File: config.mk
export PLATFORM = sky130hd
export DESIGN_NAME = fpu_result_collector_flat
export DESIGN_NICKNAME = d
export VERILOG_FILES = /design/src/rtl/fpu_result_collector_if.sv /design/src/rtl/fpu_result_collector.sv /design/src/flat_wrapper.sv
export SDC_FILE = /design/constraint.sdc
export NUM_CORES = 1
export LEC_CHECK = 0
export ABC_AREA = 1
export CAP_MARGIN = 10
export CORE_ASPECT_RATIO = 0.8
export CORE_UTILIZATION = 35
export CTS_BUF_LIST = sky130_fd_sc_hd__clkbuf_16
export DETAILED_ROUTE_END_ITERATION = 10
export PLACE_DENSITY = 0.51
export SYNTH_ARGS = -nofsm -noshare
export SYNTH_HDL_FRONTEND = slang
export SYNTH_SLANG_ARGS = --single-unit
File: constraint.sdc
create_clock -name clk_i -period 3.65 [get_ports clk_i]
set_input_delay 0.73 -clock clk_i [delete_from_list [all_inputs] [get_ports clk_i]]
set_output_delay 0.73 -clock clk_i [all_outputs]
set_load 0.05 [all_outputs]
File: src/rtl/fpu_result_collector_if.sv
// Handshake bundle between issuer, fpnew and core for fpu_result_collector.
// Sticky flag signals exist only with FPU_RC_STICKY_FLAGS_EN.
interface fpu_result_collector_if #(
    parameter int WIDTH = 16,
    parameter int TAG_W = 1
);
    logic             req_valid_i;
    logic             req_ready_o;
    logic             fpu_in_valid_o;
    logic             fpu_in_ready_i;
    logic             fpu_out_valid_i;
    logic             fpu_out_ready_o;
    logic [WIDTH-1:0] fpu_result_i;
    logic [4:0]       fpu_status_i;
    logic [TAG_W-1:0] fpu_tag_i;
    logic             rsp_valid_o;
    logic             rsp_ready_i;
    logic [WIDTH-1:0] rsp_result_o;
    logic [4:0]       rsp_status_o;
    logic [TAG_W-1:0] rsp_tag_o;
    logic             spurious_o;
`ifdef FPU_RC_STICKY_FLAGS_EN
    logic [4:0]       fflags_o;
    logic             fflags_clr_i;
`endif

    modport slave (
        input  req_valid_i, fpu_in_ready_i,
        input  fpu_out_valid_i, fpu_result_i,
        input  fpu_status_i, fpu_tag_i,
        input  rsp_ready_i,
`ifdef FPU_RC_STICKY_FLAGS_EN
        input  fflags_clr_i,
        output fflags_o,
`endif
        output req_ready_o, fpu_in_valid_o,
        output fpu_out_ready_o, rsp_valid_o,
        output rsp_result_o, rsp_status_o,
        output rsp_tag_o, spurious_o
    );

    modport master (
        output req_valid_i, fpu_in_ready_i,
        output fpu_out_valid_i, fpu_result_i,
        output fpu_status_i, fpu_tag_i,
        output rsp_ready_i,
`ifdef FPU_RC_STICKY_FLAGS_EN
        output fflags_clr_i,
        input  fflags_o,
`endif
        input  req_ready_o, fpu_in_valid_o,
        input  fpu_out_ready_o, rsp_valid_o,
        input  rsp_result_o, rsp_status_o,
        input  rsp_tag_o, spurious_o
    );
endinterface

File: src/rtl/fpu_result_collector.sv
// Credit-gated in-order result FIFO behind fpnew.
// Optional sticky fflags register: define FPU_RC_STICKY_FLAGS_EN.
module fpu_result_collector #(
    parameter int WIDTH = 16,
    parameter int DEPTH = 4,
    parameter int TAG_W = 1
) (
    input logic clk_i,
    input logic rst_ni,
    input logic flush_i,
    fpu_result_collector_if.slave bus
);
    localparam int PW = $clog2(DEPTH);
    localparam int CW = PW + 1;
    localparam int EW = WIDTH + 5 + TAG_W;
    typedef logic [CW-1:0] cnt_t;
    localparam cnt_t FULL = cnt_t'(DEPTH);

    cnt_t          reserved_q;
    cnt_t          count_q;
    cnt_t          inflight;
    logic [PW-1:0] wr_ptr_q;
    logic [PW-1:0] rd_ptr_q;
    logic [EW-1:0] mem_q [DEPTH];
    logic [EW-1:0] head;
    logic          credit;
    logic          issue;
    logic          push_hs;
    logic          push;
    logic          drop;
    logic          rsp_valid;
    logic          pop;
    logic          spurious_q;

    // Credit comes from the registered count only, so a pop never
    // frees a slot combinationally.
    assign credit   = reserved_q < FULL;
    assign issue    = bus.req_valid_i & credit & bus.fpu_in_ready_i;
    assign push_hs  = bus.fpu_out_valid_i & (count_q < FULL);
    assign inflight = reserved_q - count_q;
    assign push     = push_hs & (inflight != '0);
    assign drop     = push_hs & (inflight == '0);
    assign rsp_valid = count_q != '0;
    assign pop      = rsp_valid & bus.rsp_ready_i;
    assign head     = rsp_valid ? mem_q[rd_ptr_q] : '0;

    assign bus.req_ready_o     = bus.fpu_in_ready_i & credit;
    assign bus.fpu_in_valid_o  = bus.req_valid_i & credit;
    assign bus.fpu_out_ready_o = count_q < FULL;
    assign bus.rsp_valid_o     = rsp_valid;
    assign bus.rsp_result_o    = head[EW-1 -: WIDTH];
    assign bus.rsp_status_o    = head[TAG_W +: 5];
    assign bus.rsp_tag_o       = head[TAG_W-1:0];
    assign bus.spurious_o      = spurious_q;

    always_ff @(posedge clk_i or negedge rst_ni) begin
        if (!rst_ni) begin
            reserved_q <= '0;
            count_q    <= '0;
            wr_ptr_q   <= '0;
            rd_ptr_q   <= '0;
            spurious_q <= 1'b0;
        end else if (flush_i) begin
            reserved_q <= '0;
            count_q    <= '0;
            wr_ptr_q   <= '0;
            rd_ptr_q   <= '0;
            spurious_q <= 1'b0;
        end else begin
            reserved_q <= reserved_q + cnt_t'(issue) - cnt_t'(pop);
            count_q    <= count_q + cnt_t'(push) - cnt_t'(pop);
            if (push) wr_ptr_q <= wr_ptr_q + 1'b1;
            if (pop)  rd_ptr_q <= rd_ptr_q + 1'b1;
            spurious_q <= drop;
        end
    end

    always_ff @(posedge clk_i) begin
        if (push && !flush_i) begin
            mem_q[wr_ptr_q] <= {bus.fpu_result_i,
                                bus.fpu_status_i,
                                bus.fpu_tag_i};
        end
    end

`ifdef FPU_RC_STICKY_FLAGS_EN
    logic [4:0] fflags_q;

    // A pop coinciding with a clear still deposits its status.
    always_ff @(posedge clk_i or negedge rst_ni) begin
        if (!rst_ni) begin
            fflags_q <= '0;
        end else if (flush_i) begin
            fflags_q <= '0;
        end else if (pop) begin
            fflags_q <= (bus.fflags_clr_i ? 5'b0 : fflags_q)
                      | head[TAG_W +: 5];
        end else if (bus.fflags_clr_i) begin
            fflags_q <= '0;
        end
    end

    assign bus.fflags_o = fflags_q;
`endif
endmodule

File: src/flat_wrapper.sv
// flat-port wrapper written by rule: the top's interface ports become plain ports
module fpu_result_collector_flat 
#(
    parameter int WIDTH = 16,
    parameter int DEPTH = 4,
    parameter int TAG_W = 1
)
  (clk_i, rst_ni, flush_i, bus_req_valid_i, bus_fpu_in_ready_i, bus_fpu_out_valid_i, bus_fpu_result_i, bus_fpu_status_i, bus_fpu_tag_i, bus_rsp_ready_i, bus_req_ready_o, bus_fpu_in_valid_o, bus_fpu_out_ready_o, bus_rsp_valid_o, bus_rsp_result_o, bus_rsp_status_o, bus_rsp_tag_o, bus_spurious_o);
  fpu_result_collector_if #(.WIDTH(WIDTH), .TAG_W(TAG_W)) bus_i ();
  input logic clk_i;
  input logic rst_ni;
  input logic flush_i;
  input wire logic [$bits(bus_i.req_valid_i)-1:0] bus_req_valid_i;
  input wire logic [$bits(bus_i.fpu_in_ready_i)-1:0] bus_fpu_in_ready_i;
  input wire logic [$bits(bus_i.fpu_out_valid_i)-1:0] bus_fpu_out_valid_i;
  input wire logic [$bits(bus_i.fpu_result_i)-1:0] bus_fpu_result_i;
  input wire logic [$bits(bus_i.fpu_status_i)-1:0] bus_fpu_status_i;
  input wire logic [$bits(bus_i.fpu_tag_i)-1:0] bus_fpu_tag_i;
  input wire logic [$bits(bus_i.rsp_ready_i)-1:0] bus_rsp_ready_i;
  output wire logic [$bits(bus_i.req_ready_o)-1:0] bus_req_ready_o;
  output wire logic [$bits(bus_i.fpu_in_valid_o)-1:0] bus_fpu_in_valid_o;
  output wire logic [$bits(bus_i.fpu_out_ready_o)-1:0] bus_fpu_out_ready_o;
  output wire logic [$bits(bus_i.rsp_valid_o)-1:0] bus_rsp_valid_o;
  output wire logic [$bits(bus_i.rsp_result_o)-1:0] bus_rsp_result_o;
  output wire logic [$bits(bus_i.rsp_status_o)-1:0] bus_rsp_status_o;
  output wire logic [$bits(bus_i.rsp_tag_o)-1:0] bus_rsp_tag_o;
  output wire logic [$bits(bus_i.spurious_o)-1:0] bus_spurious_o;
  assign bus_i.req_valid_i = bus_req_valid_i;
  assign bus_i.fpu_in_ready_i = bus_fpu_in_ready_i;
  assign bus_i.fpu_out_valid_i = bus_fpu_out_valid_i;
  assign bus_i.fpu_result_i = bus_fpu_result_i;
  assign bus_i.fpu_status_i = bus_fpu_status_i;
  assign bus_i.fpu_tag_i = bus_fpu_tag_i;
  assign bus_i.rsp_ready_i = bus_rsp_ready_i;
  assign bus_req_ready_o = bus_i.req_ready_o;
  assign bus_fpu_in_valid_o = bus_i.fpu_in_valid_o;
  assign bus_fpu_out_ready_o = bus_i.fpu_out_ready_o;
  assign bus_rsp_valid_o = bus_i.rsp_valid_o;
  assign bus_rsp_result_o = bus_i.rsp_result_o;
  assign bus_rsp_status_o = bus_i.rsp_status_o;
  assign bus_rsp_tag_o = bus_i.rsp_tag_o;
  assign bus_spurious_o = bus_i.spurious_o;
  fpu_result_collector #(.WIDTH(WIDTH), .DEPTH(DEPTH), .TAG_W(TAG_W)) u_core (.clk_i(clk_i), .rst_ni(rst_ni), .flush_i(flush_i), .bus(bus_i));
endmodule
Word level (Yosys, flattened, before mapping)
Memory sizes are Yosys's and may differ from the RTL's.
Index checks and enable logic that the tools add are counted.

word-level totals
  register bits = 11
  memory bits (writable) = 88
  output and inout bits = 27
  memories = 1

cells by class
  add/sub/neg operators = 7
  $lt $le $gt $ge = 2
  multiplexer cells = 10
  bitwise logic cells = 7
  reduce and logical (&&, ||, !) cells = 7

memory list
  memory        words  width  rd ports  clocked after memory_dff  write ports  line                        source
  u_core.mem_q  4      22     1         0                         1            fpu_result_collector.sv:24  logic [EW-1:0] mem_q [DEPTH];

operators with widths
  cell                   count
  $mux W22               1
  $mux W2                4
  $and A1 B1 Y1          7
  $add A3 B1 Y3          2
  $lt A3 B3 Y1 const B   2
  $mux W3                2
  $reduce_bool A3 Y1     2
  $sub A3 B1 Y3          2
  $add A2 B1 Y2 const B  2
  $reduce_bool A2 Y1     2
  $logic_not A3 Y1       1
  $mux W1                3
  $sub A3 B3 Y3          1
  $logic_and A1 B1 Y1    1
  $logic_not A1 Y1       1

Depth between registers and ports, before layout
  depth in word-level cells = 6
  depth in mapped cells = 14
  gate-level depth less buffers = 14

Worst setup path after synthesis
Ideal clock, no wire load.

  path kind = in2reg
  start point = input port flush_i
  end point = memory u_core.mem_q[0][0] in the netlist's numbering (enable)
  setup time = 0.401 ns
  arrival = 2.153 ns
  slack = 1.097 ns
  cell stages on the path = 4
  path buffers = 1
  cell sequence = clkbuf_1 -> nor2_1 -> nand2_2 -> nor2_1

between the ends
  cells in the longest elaborated chain, start to end = 4

ends and longest elaborated chain
  item                           line                        source
  start, declared                flat_wrapper.sv:12          input logic flush_i;
  $logic_not A1 Y1               fpu_result_collector.sv:79  if (push && !flush_i) begin
  $logic_and A1 B1 Y1            fpu_result_collector.sv:79
  $mux W1                        fpu_result_collector.sv:79
  $mux W1 (not written as such)  fpu_result_collector.sv:80  mem_q[wr_ptr_q] <= {bus.fpu_result_i,
  end, declared                  fpu_result_collector.sv:24

No other way between the ends.

Worst setup path in the final report
  start point = register u_core.rd_ptr_q[1]
  end point = output port bus_rsp_result_o[14]

between the ends
  cells in the longest elaborated chain, start to end = 2

ends and longest elaborated chain
  item                    line                        source
  start, declared         fpu_result_collector.sv:23  logic [PW-1:0] rd_ptr_q;
  start signal, assigned  fpu_result_collector.sv:73  if (pop) rd_ptr_q <= rd_ptr_q + 1'b1;
  $mem_v2 Z4 W22          -
  $mux W22                fpu_result_collector.sv:45  assign head = rsp_valid ? mem_q[rd_ptr_q] : '0;
  end, declared           flat_wrapper.sv:24          output wire logic [$bits(bus_i.rsp_result_o)-1:0] bus_rsp_result_o;

No other way between the ends.

==> results.rst <==
.. list-table::
   :header-rows: 1

   * - Metric
     - Value
   * - Clock insertion delay at the later pin of the skew report
     - 0.33 ns
   * - Hold-fix buffers, CTS
     - 0
   * - Port Buffers
     - 55
   * - Achievable Freq
     - 317.3 MHz
   * - Max-slew headroom at the worst pin
     - 39.63%
   * - VDD IR-drop max
     - 314.3 uV
   * - Transition time at the pin with the least slew margin
     - 0.9055 ns
   * - Weighted congestion reported at the end of routability-driven placement
     - 0.6953
   * - Category of the worst setup path capture point
     - output port
   * - Worst min path class
     - reg -> reg
   * - Total Neg Setup Slack
     - 0 ns
   * - Critical path required time
     - 2.92 ns
   * - Post-layout instance area
     - 5159 um^2
   * - Share of cells above drive strength 1
     - 14.18%
   * - Mapped Nets
     - 399
   * - Final cycle utilization of the critical path
     - 86.34%
   * - Initial drt markers
     - 146
   * - CTS tree
     - yes
   * - Static power due to leakage
     - 0.001932 uW
   * - Number of distinct library cell variants in the gate-level netlist after synthesis
     - 23
   * - Number of global-route vias before repair
     - 2500
   * - Final critical-path required period
     - 3.151 ns
   * - Overall die area
     - 12420 um^2
   * - Final hold violation count
     - 0
   * - Class of the most critical setup path
     - reg -> out
   * - Cell Area, Synth
     - 4193 um^2
   * - Area Growth Syn to Fin
     - 23.04%
   * - Number of sinks on the clock net
     - 99
   * - Number of top-level design ports
     - 56
   * - Total via count in the routed design
     - 2607
   * - Number of antenna violations at the first check in global routing
     - 0
   * - Global-route congestion overflow total
     - 0
   * - Layout net count
     - 453
   * - Chip Width
     - 124.4 um
   * - Number of setup buffers added after CTS
     - 0
   * - Die height
     - 99.90 um
   * - Clock slew at reported path FFs
     - 0.06 ns
   * - Count of instances resized after the clock tree is built
     - 0
   * - Placed standard-cell area
     - 4882 um^2
   * - Reg2Reg Setup Slack
     - 1.35 ns
   * - CTS H-tree depth
     - 3
   * - Bufs on Longest Clock Path
     - 2
   * - Cell Rows
     - 35
   * - Max capacitance violation total
     - 0
   * - Most used cells in the layout excluding fill and tap cells
     - 97 x nor2_1, 88 x edfxtp_1, 40 x o21ai_1
   * - Most common library cell in the layout ignoring fill and taps
     - nor2_1
   * - Critical Path Start Type
     - flip-flop
   * - Detailed-route wire length per cell
     - 14.42 um
   * - DRT Pass-1 Iters
     - 4
   * - Antenna Nets Post-Route
     - 0
   * - CTS root buf
     - clkbuf_16
   * - Number of remaining DRC errors
     - 0
   * - Proportion of synthesized chip area in sequential cells
     - 69.59%
   * - Terminating pin of the worst hold path
     - u_core.wr_ptr_q[1]$_DFFE_PN0P_
   * - Drt total wl
     - 8.134 mm
   * - Worst setup skew after layout
     - 0.006218 ns
   * - Number of pins exceeding their max-slew limit in the final report
     - 0
   * - Syn. warnings
     - 0
   * - Maximum fanout along the worst path
     - 24
   * - Arrival time at the worst endpoint
     - 2.42 ns
   * - Start point of the worst hold path
     - u_core.wr_ptr_q[1]$_DFFE_PN0P_
   * - Syn avg cell area
     - 11.71 um^2
   * - Setup repair after global routing missed its margin
     - no
   * - Starting density of the core
     - 36.13%
   * - Placeable core area
     - 11600 um^2
   * - Reg2Reg Launch Point
     - u_core.count_q[1]$_DFF_PN0_
   * - GRT Util Overall
     - 14.09%
   * - Antenna Diode Count
     - 0
   * - Setup-violating endpoint count in the final report
     - 0
   * - Via/cell ratio
     - 4.622
   * - Count of state elements after synthesis
     - 99
   * - Detailed Place HPWL
     - 5.013 mm
   * - Global-route wire length before repair
     - 13.18 mm
   * - Maximum number of pins on one net before global-route repair
     - 46
   * - Total power divided by cell area
     - 776.6 nW/um^2
   * - Number of buffers inserted during clock tree synthesis
     - 9
   * - Worst-case reg-to-reg path depth
     - 8
   * - Utilization of the core after routing
     - 44.45%
   * - Cells after synthesis
     - 358
   * - Hold Path Cell Cnt
     - 2
   * - Critical R2R Capture
     - u_core.mem_q[0][17]$_DFFE_PP_
   * - Status
     - complete, no violations
==> registers in the layout (all words and copies together) (netlist names) <==
signal and cells:
u_core.rd_ptr_q 2, u_core.reserved_q 3, u_core.mem_q 88, u_core.wr_ptr_q 2
u_core.count_q 3, u_core.bus.spurious_o 1
==> area by class of cell <==
cell class | count | area, um^2
Sequential cell | 99 | 2918
Multi-Input combinational cell | 213 | 1086
Tap cell | 148 | 185.2
Clock buffer | 9 | 225.2
Clock inverter | 6 | 51.30
Fill cell | 1075 | 6446
Inverter | 29 | 110.1
Timing Repair Buffer | 60 | 583.1
==> metrics by stage <==
step	hold WS, ns	total power [uW]	std cells	setup WS, ns
6_report	0.5847	4006	564	0.4986
5_1_grt	0.6520	4236	564	0.1886
4_1_cts	0.5913	4062	564	0.4015
3_5_place_dp	0.5786	3170	549	0.7814
3_3_place_gp	0.5602	3160	549	0.8022
2_1_floorplan	0.4344	2687	358	1.097
==> synth_stat cells, drive strengths merged <==
cell      n  area (um^2)
a21oi    26        130.1
nand2    17        83.83
clkinv    1        5.000
dfrtp    11        275.3
o21ai    46        230.2
clkbuf    3        11.26
xor2      2        17.52
fa        2        40.04
nor2    101        379.1
nand3     5        37.54
buf      14        77.57
nor3      2        15.01
xnor2     2        17.52
ha       10        125.1
inv      28        105.1
edfxtp   88         2643
==> layer usage <==
layer,vias up,global-route usage (%),wire length (um)
met2,43,22.82,3840
met4,0,4.449,72
met5,-,0,0
met1,1238,18.25,3918
li1,1320,-,-
met3,6,4.264,303
==> report_power, final <==
part / internal [uW] / switching [uW] / leakage [uW]
clock: 517 / 366 / 0.000149
sequential: 1360 / 68.0 / 0.000942
combinational: 509 / 1180 / 0.000841
total: 2390 / 1620 / 0.00193
==> worst max path at each step <==
stage                                              start                      endpoint  slack, ns  cells after the start
final                     u_core.rd_ptr_q[1]$_DFFE_PN0P_          bus_rsp_result_o[14]       0.50                      5
after global routing      u_core.rd_ptr_q[1]$_DFFE_PN0P_           bus_rsp_result_o[6]       0.19                      5
after CTS                 u_core.rd_ptr_q[1]$_DFFE_PN0P_          bus_rsp_result_o[14]       0.40                      5
after detailed placement  u_core.rd_ptr_q[1]$_DFFE_PN0P_          bus_rsp_result_o[14]       0.78                      5
after global placement    u_core.rd_ptr_q[1]$_DFFE_PN0P_           bus_rsp_status_o[2]       0.80                      5
after floorplan                                  flush_i  u_core.mem_q[0][0]$_DFFE_PP_       1.10                      4
==> critical path, cell delays in order, from the launching register on <==
cell and delay [ns]:
dfrtp_1 0.94, inv_2 0.44, nor2_1 0.19, o21ai_1 0.08, a21oi_1 0.20, buf_4 0.23
==> cells by family after synthesis <==
kind of cell | Yosys count | share of synthesized area (%)
AND/OR/NAND/NOR | 125 | 12.29
flip-flops | 99 | 69.59
AO/OA/AOI/OAI | 72 | 8.594
buffers and inverters | 46 | 4.745
adder cells (fa/ha/maj) | 12 | 3.939
XOR/XNOR | 4 | 0.8357
(Power assumes the default switching activity.)
==> RTL change (same settings) <==
Put a register stage on the output `bus.rsp_status_o`. The value now appears one clock later.
--- a/src/rtl/fpu_result_collector.sv
+++ b/src/rtl/fpu_result_collector.sv
@@ -49,7 +49,9 @@
     assign bus.fpu_out_ready_o = count_q < FULL;
     assign bus.rsp_valid_o     = rsp_valid;
     assign bus.rsp_result_o    = head[EW-1 -: WIDTH];
-    assign bus.rsp_status_o    = head[TAG_W +: 5];
+    always_ff @(posedge clk_i) begin
+        bus.rsp_status_o <= head[TAG_W +: 5];
+    end
     assign bus.rsp_tag_o       = head[TAG_W-1:0];
     assign bus.spurious_o      = spurious_q;
 
Function: changed (Yosys sat finds a counterexample within 4 cycles, from zero or initial values and one cycle with rst_ni low).
==> RTL change against the original RTL <==
Area after synthesis grew 2.4%. Final area grew 1.9%. Worst setup slack improved by 0.096 ns. Critical path type unchanged. Sequential cell count is 5 higher. Clock power is 4.9% higher. Largest power group unchanged. Synthesized cell count is 1.4% higher. Register-to-register slack worse by 0.02 ns. Clock skew shrank 0.0012 ns. Wire length rose by 6.0%. Power grew 2.1%.
==> RTL change: results <==
synthesis:
  synthXorXnorAreaFrac_pct: 0.8161
  netlist_top_cells_count: "101 x nor2_1, 88 x edfxtp_1, 40 x o21ai_1"
  yosysSeqAreaShare_pct: 70.30
  synth_flop_cell: "edfxtp_1"
  synthTopCellsByArea: "edfxtp_1 62%, nor2_1 8.8%, dfrtp_1 6.4%"
  synth_nets: 404
  synthAdderAreaFrac_pct: 3.847
  synthArstFlopShare_pct: 10.58
  synth-compound-area-share_pct: 8.394
  ys_seq_elements: 104
hold_path:
  hold_class: "flop to flop"
final_layout:
  n_fill_cell: 1071
  drive_gt1_share_pct: 12.77
  inv_count: 29
  finalNetCount: 459
  n_all_buffers: 61
  layout.nonclk_buf_share_pct: 11.00
  multiInputGateArea_um2: 1086
  clk_share_pct: 5.332
  seq_area_um2: 3018
  reg_top3: "u_core.mem_q (88), u_core.bus.rsp_status_o (5)"
grt:
  first_global_vias: 2660
  grt_usage_pct: 14.59
  grt_pass1_wl_um: 13730
drt:
  wl_met1_um: 4055
  avgViaCountPerCell: 4.704
  drt_iter0_drc: 164
  dr.pass1.iters: 4
  dr_wl_met3_um: 411
  detail_route.wl_per_cell_um: 15.10
  route.met2.wl_um: 4045
placed_design:
  routabilityCongestion: 0.7371
  dp_slack_ns: 0.8033
  dp_hpwl_um: 5223
worst_setup_path:
  critPathArrivalTime_ns: 2.32
  crit_fanout: 45
pwr:
  power_leakage_uw: 0.001960
  max-vdd-ir-drop_uv: 390.5
cts:
  cts_root_buf: "clkbuf_16"
  clk_latency_ns: 0.35
  htree_num_levels: 3
timing:
  tightest_slew_ns: 0.8882
  fin_skew_ns: 0.005033
run_status:
  outcome: "finished clean"
[RTL change: changes by cell type in the layout (fill, tap and decap cells not counted), sizes merged]
cell	change
clkdlybuf4s50	+5
dfxtp	+5
buf	-4
clkinv	+2
inv	-1
[RTL change: final timing paths]
kind	startpoint	to	slack, ns	cells after the start
worst max-delay path	u_core.rd_ptr_q[0]	bus_rsp_result_o[13]	0.60	4
worst min-delay path	u_core.mem_q[3][5]	u_core.bus.rsp_status_o[4]	0.51	2
worst max register to register	u_core.count_q[1]	u_core.mem_q[1][16]	1.33	8
worst min register to register	u_core.mem_q[3][5]	u_core.bus.rsp_status_o[4]	0.51	2
max in group asynchronous	rst_ni	u_core.rd_ptr_q[0]	2.54	1
min in group asynchronous	rst_ni	u_core.reserved_q[1]	0.74	1
[RTL change: power breakdown]
| part | total (uW) | internal [uW] | switching [uW] |
|---|---|---|---|
| sequential | 1520 | 1440 | 80.1 |
| combinational | 1640 | 498 | 1140 |
| clock | 927 | 520 | 408 |
[RTL change: routing by layer]
| layer | track usage, % | vias to the layer above |
|---|---|---|
| li1 | - | 1338 |
| met3 | 4.777 | 12 |
| met5 | 0 | - |
| met1 | 18.00 | 1280 |
| met4 | 4.727 | 0 |
| met2 | 24.40 | 56 |
[RTL change: through the flow]
stage	cells	area, um^2	hold slack (ns)
6_report	571	5256	0.5123
3_3_place_gp	555	4976	0.4988
2_1_floorplan	363	4293	0.4344
4_1_cts	571	5256	0.5223
5_1_grt	571	5256	0.5670
3_5_place_dp	555	4976	0.5069
[RTL change: critical path, stage by stage, from the launching register on]
cell,delay [ns]
dfrtp_1,0.62
inv_2,0.72
o21ai_1,0.18
a21oi_1,0.22
buf_4,0.24
